File: src/rtl/mux_scan_sequencer.sv
// mux_scan_sequencer
//   Upstream controller for a 4:1 bit mux. Steps select_line through
//   00,01,10,11. Each value is held for DWELL cycles. At the end of each dwell
//   the mux output is sampled, and the 4-bit source word a[3:0] is rebuilt
//   from those samples. Supports one-shot or continuous scanning, abort, and a
//   saturating count of completed scans.
//
// Ports
//   clk          in   1      single clock, rising edge
//   rst          in   1      synchronous active-high reset, highest priority
//   start        in   1      level; begins a scan, sampled in IDLE only
//   cont         in   1      1 = keep scanning; sampled at each scan completion
//   abort        in   1      drop the current scan; sampled every cycle
//   mux_b        in   1      mux output (sel 00->a[3], 01->a[2], 10->a[1], 11->a[0])
//   select_line  out  2      registered mux select
//   sample_word  out  4      last completed scan as a[3:0]
//   valid        out  1      one-cycle pulse: sample_word updated this cycle
//   busy         out  1      high while scanning
//   scan_count   out  CNT_W  completed scans since reset, saturating
//   state_dbg    out  1      FSM state (0 = IDLE, 1 = SCAN)
//
// Output handshake: valid is a single-cycle strobe with no back-pressure.
// sample_word and scan_count change only in the cycle valid is high. They
// hold their values at all other times, so a consumer may capture sample_word
// in any cycle where valid=1.
module mux_scan_sequencer #(
  parameter int DWELL = 2,
  parameter int CNT_W = 8
) (
  input  logic             clk,
  input  logic             rst,
  input  logic             start,
  input  logic             cont,
  input  logic             abort,
  input  logic             mux_b,
  output logic [1:0]       select_line,
  output logic [3:0]       sample_word,
  output logic             valid,
  output logic             busy,
  output logic [CNT_W-1:0] scan_count,
  output logic             state_dbg
);

  typedef enum logic {
    IDLE = 1'b0,
    SCAN = 1'b1
  } state_t;

  // Dwell counter value at which the current select is sampled.
  localparam logic [3:0] DWELL_LAST = 4'(DWELL - 1);

  state_t           state, state_n;
  logic [3:0]       cnt, cnt_n;
  logic [3:0]       shadow, shadow_n;
  logic [1:0]       sel_n;
  logic [3:0]       word_n;
  logic             valid_n;
  logic             busy_n;
  logic [CNT_W-1:0] count_n;

  assign state_dbg = (state == SCAN);

  always_ff @(posedge clk) begin
    if (rst) begin
      state       <= IDLE;
      cnt         <= 4'd0;
      shadow      <= 4'd0;
      select_line <= 2'd0;
      sample_word <= 4'd0;
      valid       <= 1'b0;
      busy        <= 1'b0;
      scan_count  <= '0;
    end else begin
      state       <= state_n;
      cnt         <= cnt_n;
      shadow      <= shadow_n;
      select_line <= sel_n;
      sample_word <= word_n;
      valid       <= valid_n;
      busy        <= busy_n;
      scan_count  <= count_n;
    end
  end

  always_comb begin
    state_n  = state;
    cnt_n    = cnt;
    shadow_n = shadow;
    sel_n    = select_line;
    word_n   = sample_word;
    valid_n  = 1'b0;
    busy_n   = busy;
    count_n  = scan_count;

    case (state)
      IDLE: begin
        // abort wins over start when both are high
        if (start && !abort) begin
          state_n  = SCAN;
          cnt_n    = 4'd0;
          shadow_n = 4'd0;
          sel_n    = 2'd0;
          busy_n   = 1'b1;
        end
      end

      SCAN: begin
        if (abort) begin
          // Abort also covers the completion edge: the partial word is dropped.
          state_n  = IDLE;
          cnt_n    = 4'd0;
          shadow_n = 4'd0;
          sel_n    = 2'd0;
          busy_n   = 1'b0;
        end else if (cnt != DWELL_LAST) begin
          cnt_n = cnt + 4'd1;
        end else begin
          cnt_n = 4'd0;
          // sel 00 maps to a[3], so the sample lands at bit 3-select_line
          shadow_n[2'd3 - select_line] = mux_b;
          if (select_line != 2'd3) begin
            sel_n = select_line + 2'd1;
          end else begin
            // The last bit goes straight from mux_b into the word, so the
            // whole word updates on one edge.
            word_n   = {shadow[3:1], mux_b};
            valid_n  = 1'b1;
            sel_n    = 2'd0;
            shadow_n = 4'd0;
            if (scan_count != {CNT_W{1'b1}}) begin
              count_n = scan_count + 1'b1;
            end
            if (!cont) begin
              state_n = IDLE;
              busy_n  = 1'b0;
            end
          end
        end
      end

      default: begin
        state_n = IDLE;
        busy_n  = 1'b0;
      end
    endcase
  end

endmodule

File: config.mk
export PLATFORM = sky130hd
export DESIGN_NAME = mux_scan_sequencer
export DESIGN_NICKNAME = d
export VERILOG_FILES = /design/src/rtl/mux_scan_sequencer.sv
export SDC_FILE = /design/constraint.sdc
export NUM_CORES = 1
export LEC_CHECK = 0
export ABC_AREA = 1
export CORE_AREA = 4 4 76 78
export DETAILED_ROUTE_END_ITERATION = 10
export DIE_AREA = 0 0 80 82
export SYNTH_ARGS = -nofsm -noshare
export SYNTH_HDL_FRONTEND = slang
export SYNTH_SLANG_ARGS = --single-unit
File: constraint.sdc
create_clock -name clk -period 1.3 [get_ports clk]
set_input_delay 0.26 -clock clk [delete_from_list [all_inputs] [get_ports clk]]
set_output_delay 0.26 -clock clk [all_outputs]
set_load 0.02 [all_outputs]
### Yosys cells after proc, flatten, opt, wreduce, memory -nomap -nowiden

Cells that the tools add are included.
W data, S select, Z words.

* flip-flop bits (word level): 25
* bits of input ports: 6
* output and inout bits: 17
* word-level logic and storage cells: 62

* add/subtract/negate cells: 4
* order comparisons: 2
* equal/unequal tests: 7
* mux-type cells: 29
* bitwise gates (word level): 4
* reduce and logical (&&, ||, !) cells: 8

Operators by type and width (count)
* $mux W4: 6
* $pmux W4 S2: 2
* $mux W1: 12
* $ne A3 B3 Y1 const B: 3
* $add A8 B1 Y8 const B: 1
* $mux W2: 4
* $ne A8 B8 Y1 const B: 1
* $reduce_and A4 Y1: 2
* $reduce_and A5 Y1: 1
* $add A4 B1 Y4 const B: 1
* $bwmux W4: 1
* $ne A2 B2 Y1 const B: 2
* $ne A4 B1 Y1 const B: 1
* $not A1 Y1: 4
* $pmux W1 S2: 2
* $pmux W2 S2: 1
* $reduce_or A4 Y1: 1
* $lt A2 B3 Y1 const B: 1
* $add A2 B1 Y2 const B: 1
* $demux W1 S2: 1
* $ge A2 B1 Y1 const B: 1
* $logic_and A1 B1 Y1: 2
* $reduce_and A2 Y1: 1
* $sub A2 B2 Y2 const A: 1
* $logic_not A1 Y1: 1

### Depth between registers and ports, before layout

Gate-level depths: netlist of the first run.

* word-level depth: 10
* depth in mapped cells: 9
* gate-level depth less buffers: 8

### Worst setup path after synthesis of the first run

OpenSTA, ideal clock, no wires.

* kind: reg-to-reg
* start: reg scan_count[0]
* end: reg scan_count[7]
* library setup time: 0.113 ns
* arrival: 1.309 ns
* data required time: 1.187 ns
* setup slack: -0.122 ns
* stages on the path, launching flop included: 9
* path buffers: 0
* clock period less this slack: 1.422 ns
* cells stage by stage: dfxtp_1 -> ha_1 -> nand2_1 -> nor2_2 -> nand2_2 -> nand2_4 -> nor2_2 -> nor2_1 -> nor2_1

* longest elaborated chain between the ends: 2
* elaborated cells on any way between the ends: 3
* classes of those cells: add/sub (1); eq/ne (1); reduce/logical (1)

Ends and longest elaborated chain
* start: declaration: line 40 `output logic [CNT_W-1:0] scan_count,`
* start signal: assignment: line 81 `scan_count <= count_n;`
* branches (longest 2 deep; another with $add A8 B1 Y8)

Several ways; the timed one is not identified.
A chain may end at the register's enable or synchronous reset.

### Worst setup path in the final report of the first run

* start: reg select_line[0]
* end: reg scan_count[4]

* longest elaborated chain between the ends: 3

Ends and longest elaborated chain
* start: declaration: line 36 `output logic [1:0] select_line,`
* start signal: assignment: line 77 `select_line <= sel_n;`
* $ne A2 B2 Y1: line 121 `if (select_line != 2'd3) begin`
* $not A1 Y1 (no source line)
* $reduce_and A5 Y1 (no source line)

No other way between the ends.

==> results.sh, run 1 <==
export IMPL_outcome="finished, final reports clean"
export IMPL_num_vias=1193
export IMPL_synth_edf_count=0
export IMPL_place_hpwl_mm=2.12
export IMPL_fin_skew_ns=0.00249
export IMPL_grt_max_degree=15
export IMPL_clockBufferDepth=2
export IMPL_io_buffers=22
export IMPL_ir_drop_mv=0.360
export IMPL_p_leak_uw=0.000877
export IMPL_nFillCells=544
export IMPL_synth_compound_area_share_pct=7.98
export IMPL_slowest_stage="dfxtp_4"
export IMPL_topRoutingLayerUsed="met4"
export IMPL_synth_mux_area_share_pct=0
export IMPL_ys_seq_area_share_pct=38.3
export IMPL_drt_initial_drc_count=75
export IMPL_finalPower_uw=1470
export IMPL_ant_nets=0
export IMPL_path_clk_slew_ns=0.08
export IMPL_wl_met2_mm=1.42
export IMPL_grt_pass1_wl_mm=4.76
export IMPL_critPathMaxStageDelay_ns=0.38
export IMPL_nets=237
export IMPL_cts_max_level=1
export IMPL_grt_pass1_vias=1155
export IMPL_avgSynthCellArea_um2=7.04
export IMPL_drt_pass1_iterations=4
export IMPL_ys_warnings_count=0
export IMPL_min_period_over_period_pct=98.6
export IMPL_final_area_um2=1860
export IMPL_seqCellArea_um2=488
export IMPL_routed_wl_mm=2.90
export IMPL_fin_hold_ws_ns=0.465
export IMPL_synth_cells=178
export IMPL_slew_headroom_pct=83.8
export IMPL_multi_input_area_um2=749
export IMPL_num_antenna_cells=0
export IMPL_die_x_um=80
export IMPL_crit_type="register to register"
export IMPL_worstPathCellList="ha_4 -> nand3_4 -> nor2_4 -> buf_12 -> nand3_4 -> nand2_1 -> nand2_1 -> nor2_1"
export IMPL_cp_start_kind="register"
export IMPL_tritoncts="done"
export IMPL_drive_above_1_share_pct=27.5
export IMPL_end_kind="register"
export IMPL_ys_flop_type="dfxtp_1"
export IMPL_rows=26
export IMPL_dpl_cell_area_um2=1720
export IMPL_finalSetupTns_ns=0
export IMPL_cp_required_ns=1.51
export IMPL_synthTopCellsByCount="37 x nand2_1, 29 x nor2_1, 24 x dfxtp_1"
export IMPL_gp_congestion=0.793
export IMPL_synthArstFlopShare_pct=0
export IMPL_wl_met1_mm=1.35
export IMPL_finalCriticalPeriod_ns=1.28
export IMPL_vias_per_cell=4.09
export IMPL_ys_top_cells_by_area="dfxtp_1 38%, nand2_1 11%, nor2_1 8.7%"
export IMPL_io_pins=23
export IMPL_cts_sinks=24
export IMPL_placedCellCount=287
export IMPL_core_region_area_um2=5070
export IMPL_syn2layout_area_growth_pct=48.5
export IMPL_rsz0062_at_grt="true"
export IMPL_syn_nets=191
export IMPL_ys_ff_latch=24
export IMPL_wl_per_cell_um=9.94
export IMPL_synth_top_area_share_pct=38.3
export IMPL_fmax_mhz=780
export IMPL_drcViolationCount=0
export IMPL_setup_violations=0
export IMPL_initial_utilization_pct=24.7
export IMPL_synth_top_family_by_area="simple AND/OR/NAND/NOR gates"
export IMPL_arrival_ns=1.49
export IMPL_synth_area_um2=1250
export IMPL_maxCapViolCount=0
export IMPL_worstMarginPinSlew_ns=0.241
export IMPL_dieArea_um2=6560
export IMPL_met3RoutedLength_um=90
export IMPL_antenna_found_initial=0
export IMPL_synthSimpleGateAreaFrac_pct=35.5
export IMPL_yosys_area_share_adder_pct=6.99
export IMPL_final_hold_viol_count=0
export IMPL_hp_class="register to register"
export IMPL_clk_latency_ns=0.26
export IMPL_drv_slew=0
export IMPL_yosys_cell_count_top_type="nand2_1"
export IMPL_cts_inserted_buffers=3
export IMPL_p_per_area_nw_per_um2=790
export IMPL_yosysTopAreaCell="dfxtp_1"
export IMPL_yosysUniqueCellTypes=19
export IMPL_stdcell_count=292
export IMPL_clock_root_buffer="clkbuf_8"
export IMPL_synth_xor_area_share_pct=1.40
export IMPL_overflow=0
export IMPL_grt_usage_pct=9.07
export IMPL_crit_fanout=7
export IMPL_die_y_um=82
## stage by stage
step	utilization, %	setup slack [ns]
floorplan	-	0.00482
global placement	33.8	-0.281
detailed placement	33.8	-0.288
CTS	34.4	0.00771
global route	36.7	-0.0706
finish	36.7	0.0185
## final timing paths
path	start	to	slack, ns	cells past startpoint
max	select_line[0]	scan_count[4]	0.02	8
min	shadow[2]	sample_word[2]	0.46	2
max reg2reg	select_line[0]	scan_count[4]	0.02	8
min reg2reg	shadow[2]	sample_word[2]	0.46	2
## per-layer routing
| metal | up-vias | GRT usage [%] |
|---|---|---|
| met5 | - | 0 |
| met4 | 0 | 4.22 |
| met3 | 4 | 1.54 |
| met2 | 17 | 16.1 |
| met1 | 525 | 10.6 |
| li1 | 647 | - |
## worst max-delay path: cells and delay by family, from the launching register on
| kind | cells | cell delay (ns) |
|---|---|---|
| flops | 1 | 0.38 |
| fa+ha+maj | 1 | 0.15 |
| buf+inv | 1 | 0.15 |
| simple gates | 6 | 0.53 |
## state kept, by name, indices dropped and copies added, names as in the netlist
signal	flops
select_line	2
busy	1
shadow	3
cnt	4
state_dbg	1
valid	1
sample_word	4
scan_count	8
## layout by cell type, fill, tap and decap left out, drive strengths merged, types with 2 or more instances in the layout
master / n
nand2: 42
nor2: 33
inv: 25
dfxtp: 24
buf: 23
nand3: 16
dlygate4sd2: 15
a21oi: 12
o21ai: 8
ha: 7
nand4: 5
clkbuf: 5
clkdlybuf4s50: 4
xor2: 2
## cells by family (layout without fill, tap and decap cells)
kind of cell,Yosys count,after routing
AO/OA/AOI/OAI,20,20
AND/OR/NAND/NOR,96,96
XOR/XNOR,2,2
adder cells (fa/ha/maj),7,7
buffers and inverters,29,73
flip-flops,24,24
## cell type report
| type | instances | area share [%] |
|---|---|---|
| clock buffer | 3 | 2.22 |
| inverter | 25 | 5.17 |
| multi-input combinational | 125 | 40.3 |
| sequential | 24 | 26.2 |
| tap | 70 | 4.70 |
| timing repair buffer | 45 | 21.4 |
## where the power goes
part	internal [µW]	total, µW	switching, µW
combinational	115	259	145
clock	207	439	232
sequential	756	772	16.0
total	1080	1470	392
## timing repair
item,4_1_cts,5_1_grt
setup buffers,0,1
gates resized for setup,20,25
setup endpoints to repair,27,21
hold buffers,0,0
pin swaps,1,10
gates cloned,0,1
(Power assumes the default switching activity.)
==> run 2: changes to the inputs <==
--- a/config.mk
+++ b/config.mk
@@ -6,9 +6,10 @@
 export NUM_CORES = 1
 export LEC_CHECK = 0
 export ABC_AREA = 1
-export CORE_AREA = 4 4 76 78
+export CORE_AREA = 2 2 74 76
 export DETAILED_ROUTE_END_ITERATION = 10
-export DIE_AREA = 0 0 80 82
+export DIE_AREA = 0 0 76 78
+export REMOVE_ABC_BUFFERS = 1
 export SYNTH_ARGS = -nofsm -noshare
 export SYNTH_HDL_FRONTEND = slang
 export SYNTH_SLANG_ARGS = --single-unit
==> run 2 against run 1 <==
Hold slack worse by 0.0079 ns. Maximum frequency is 1.9% higher. Non-clock buffer count rose by 5. Critical endpoint is now scan_count[3]. Largest cell class unchanged. Cell count increased by 2.4%.
==> results.sh, run 2 (same netlist as run 1, synthesis figures left out) <==
export IMPL_outcome="finished, final reports clean"
export IMPL_crit_fanout=8
export IMPL_fin_hold_ws_ns=0.457
export IMPL_fin_skew_ns=0.00153
export IMPL_gp_congestion=0.809
export IMPL_post_place_ws_ns=-0.325
export IMPL_wl_per_cell_um=9.99
export IMPL_rows=26
export IMPL_power_frac_seq_pct=49.5
export IMPL_ir_drop_mv=0.587
export IMPL_drt_pass1_iterations=4
export IMPL_final_hold_viol_count=0
export IMPL_top_regs="scan_count x8, cnt x4, sample_word x4"
export IMPL_finalCriticalPeriod_ns=1.26
export IMPL_io_buffers=22
export IMPL_initial_utilization_pct=24.9
export IMPL_place_hpwl_mm=2.12
export IMPL_tritoncts="done"
export IMPL_arrival_ns=1.47
export IMPL_internal_power_uw=1150
export IMPL_p_sw_uw=416
export IMPL_drt_initial_drc_count=47
export IMPL_path_clk_slew_ns=0.09
export IMPL_grt_max_degree=17
export IMPL_die_x_um=76
export IMPL_end_kind="register"
export IMPL_finalPower_uw=1570
export IMPL_routed_wl_mm=2.99
export IMPL_combPwrFrac_pct=17.3
export IMPL_p_leak_uw=0.000905
export IMPL_grt_pass1_vias=1116
export IMPL_fin_ws_ns=0.0419
export IMPL_final_cell_mix="31 x nand2_1, 25 x buf_4, 24 x nor2_1"
export IMPL_worstMarginPinSlew_ns=0.228
export IMPL_slew_headroom_pct=84.7
export IMPL_drive_above_1_share_pct=33.2
export IMPL_clockBufferDepth=2
export IMPL_core_region_area_um2=5040
export IMPL_dieArea_um2=5930
export IMPL_min_period_over_period_pct=96.8
export IMPL_num_antenna_cells=0
export IMPL_cp_start_kind="register"
export IMPL_maxCapViolCount=0
export IMPL_fmax_mhz=795
export IMPL_drcViolationCount=0
export IMPL_rsz0062_at_grt="true"
export IMPL_ctsHoldBuffers=0
export IMPL_largest_reg_flops=8
export IMPL_layout_commonest_cell="nand2_1"
export IMPL_drv_slew=0
export IMPL_overflow=0
export IMPL_netSwitchingFraction_pct=26.5
export IMPL_clock_power_share_pct=33.2
export IMPL_clock_root_buffer="clkbuf_8"
export IMPL_syn2layout_area_growth_pct=56.8
export IMPL_setup_violations=0
export IMPL_die_y_um=78
export IMPL_clk_latency_ns=0.27
export IMPL_top_register="scan_count"
export IMPL_p_per_area_nw_per_um2=799
export IMPL_cp_required_ns=1.51
export IMPL_hp_class="register to register"
export IMPL_grt_usage_pct=9.78
export IMPL_num_vias=1248
export IMPL_antenna_found_initial=0
export IMPL_nets=243
export IMPL_cts_sinks=24
export IMPL_ant_nets=0
export IMPL_cts_max_level=1
export IMPL_grt_pass1_wl_mm=4.80
export IMPL_cts_inserted_buffers=3
export IMPL_nFillCells=536
export IMPL_fin_util_pct=39.0
export IMPL_io_pins=23
export IMPL_vias_per_cell=4.17
export IMPL_crit_type="register to register"
run 2: cell count changes in the layout (fill, tap and decap cells not counted), sizes merged:
| cell | before | now |
|---|---|---|
| buf | 23 | 28 |
| dlygate4sd2 | 15 | 12 |
| clkdlybuf4s15 | 0 | 4 |
| nand2 | 42 | 43 |
run 2: area by class of cell:
cell class                 count  area [µm²]  share of cell area (%)
sequential                    24         494                    25.1
multi-input combinational    126         777                    39.5
clock buffer                   4        55.1                    2.80
timing repair buffer          50         453                    23.0
inverter                      25        98.8                    5.03
tap                           70        87.6                    4.46
run 2: per-layer routing:
layer  wire, µm  up-vias  track usage, %  part of all wire (%)
li1           -      662               -                     -
met5          0        -               0                     0
met4         14        0            2.18                  0.47
met1       1390      561            12.0                    47
met2       1470       23            17.1                    49
met3        117        2            2.67                   3.9
run 2: worst paths after layout:
check / startpoint / end / slack (ns) / cells past startpoint
min: busy / busy / 0.46 / 2
min reg2reg: busy / busy / 0.46 / 2
max reg2reg: cnt[2] / scan_count[3] / 0.04 / 8
max: cnt[2] / scan_count[3] / 0.04 / 8
run 2: critical path: stages, from the launching register on:
cell,delay [ns]
dfxtp_1,0.35
nor2_2,0.16
nand2_4,0.08
nor2_4,0.19
buf_12,0.16
nand3_2,0.06
nand2_1,0.06
nand2_1,0.05
nor2_1,0.07
run 2: what timing repair did:
action	CTS	global route
setup endpoints to repair	33	22
resized for setup	31	35
buffers inserted	0	3
pin swaps	6	14
cloned	1	1
run 2: metrics by stage:
step	area, µm²	TNS, ns	cells
after global routing	1970	-0.468	299
after CTS	1800	0	295
after detailed placement	1730	-5.82	290
final	1970	0	299
after floorplan	1220	-4.60	174
after global placement	1730	-5.20	290
run 2: power by group through the flow:
stage	clock network, µW	registers (µW)	logic, µW
finish	522	777	271
global route	565	781	302
CTS	536	771	233
detailed placement	0	787	230
global placement	0	786	230
floorplan	0	801	107
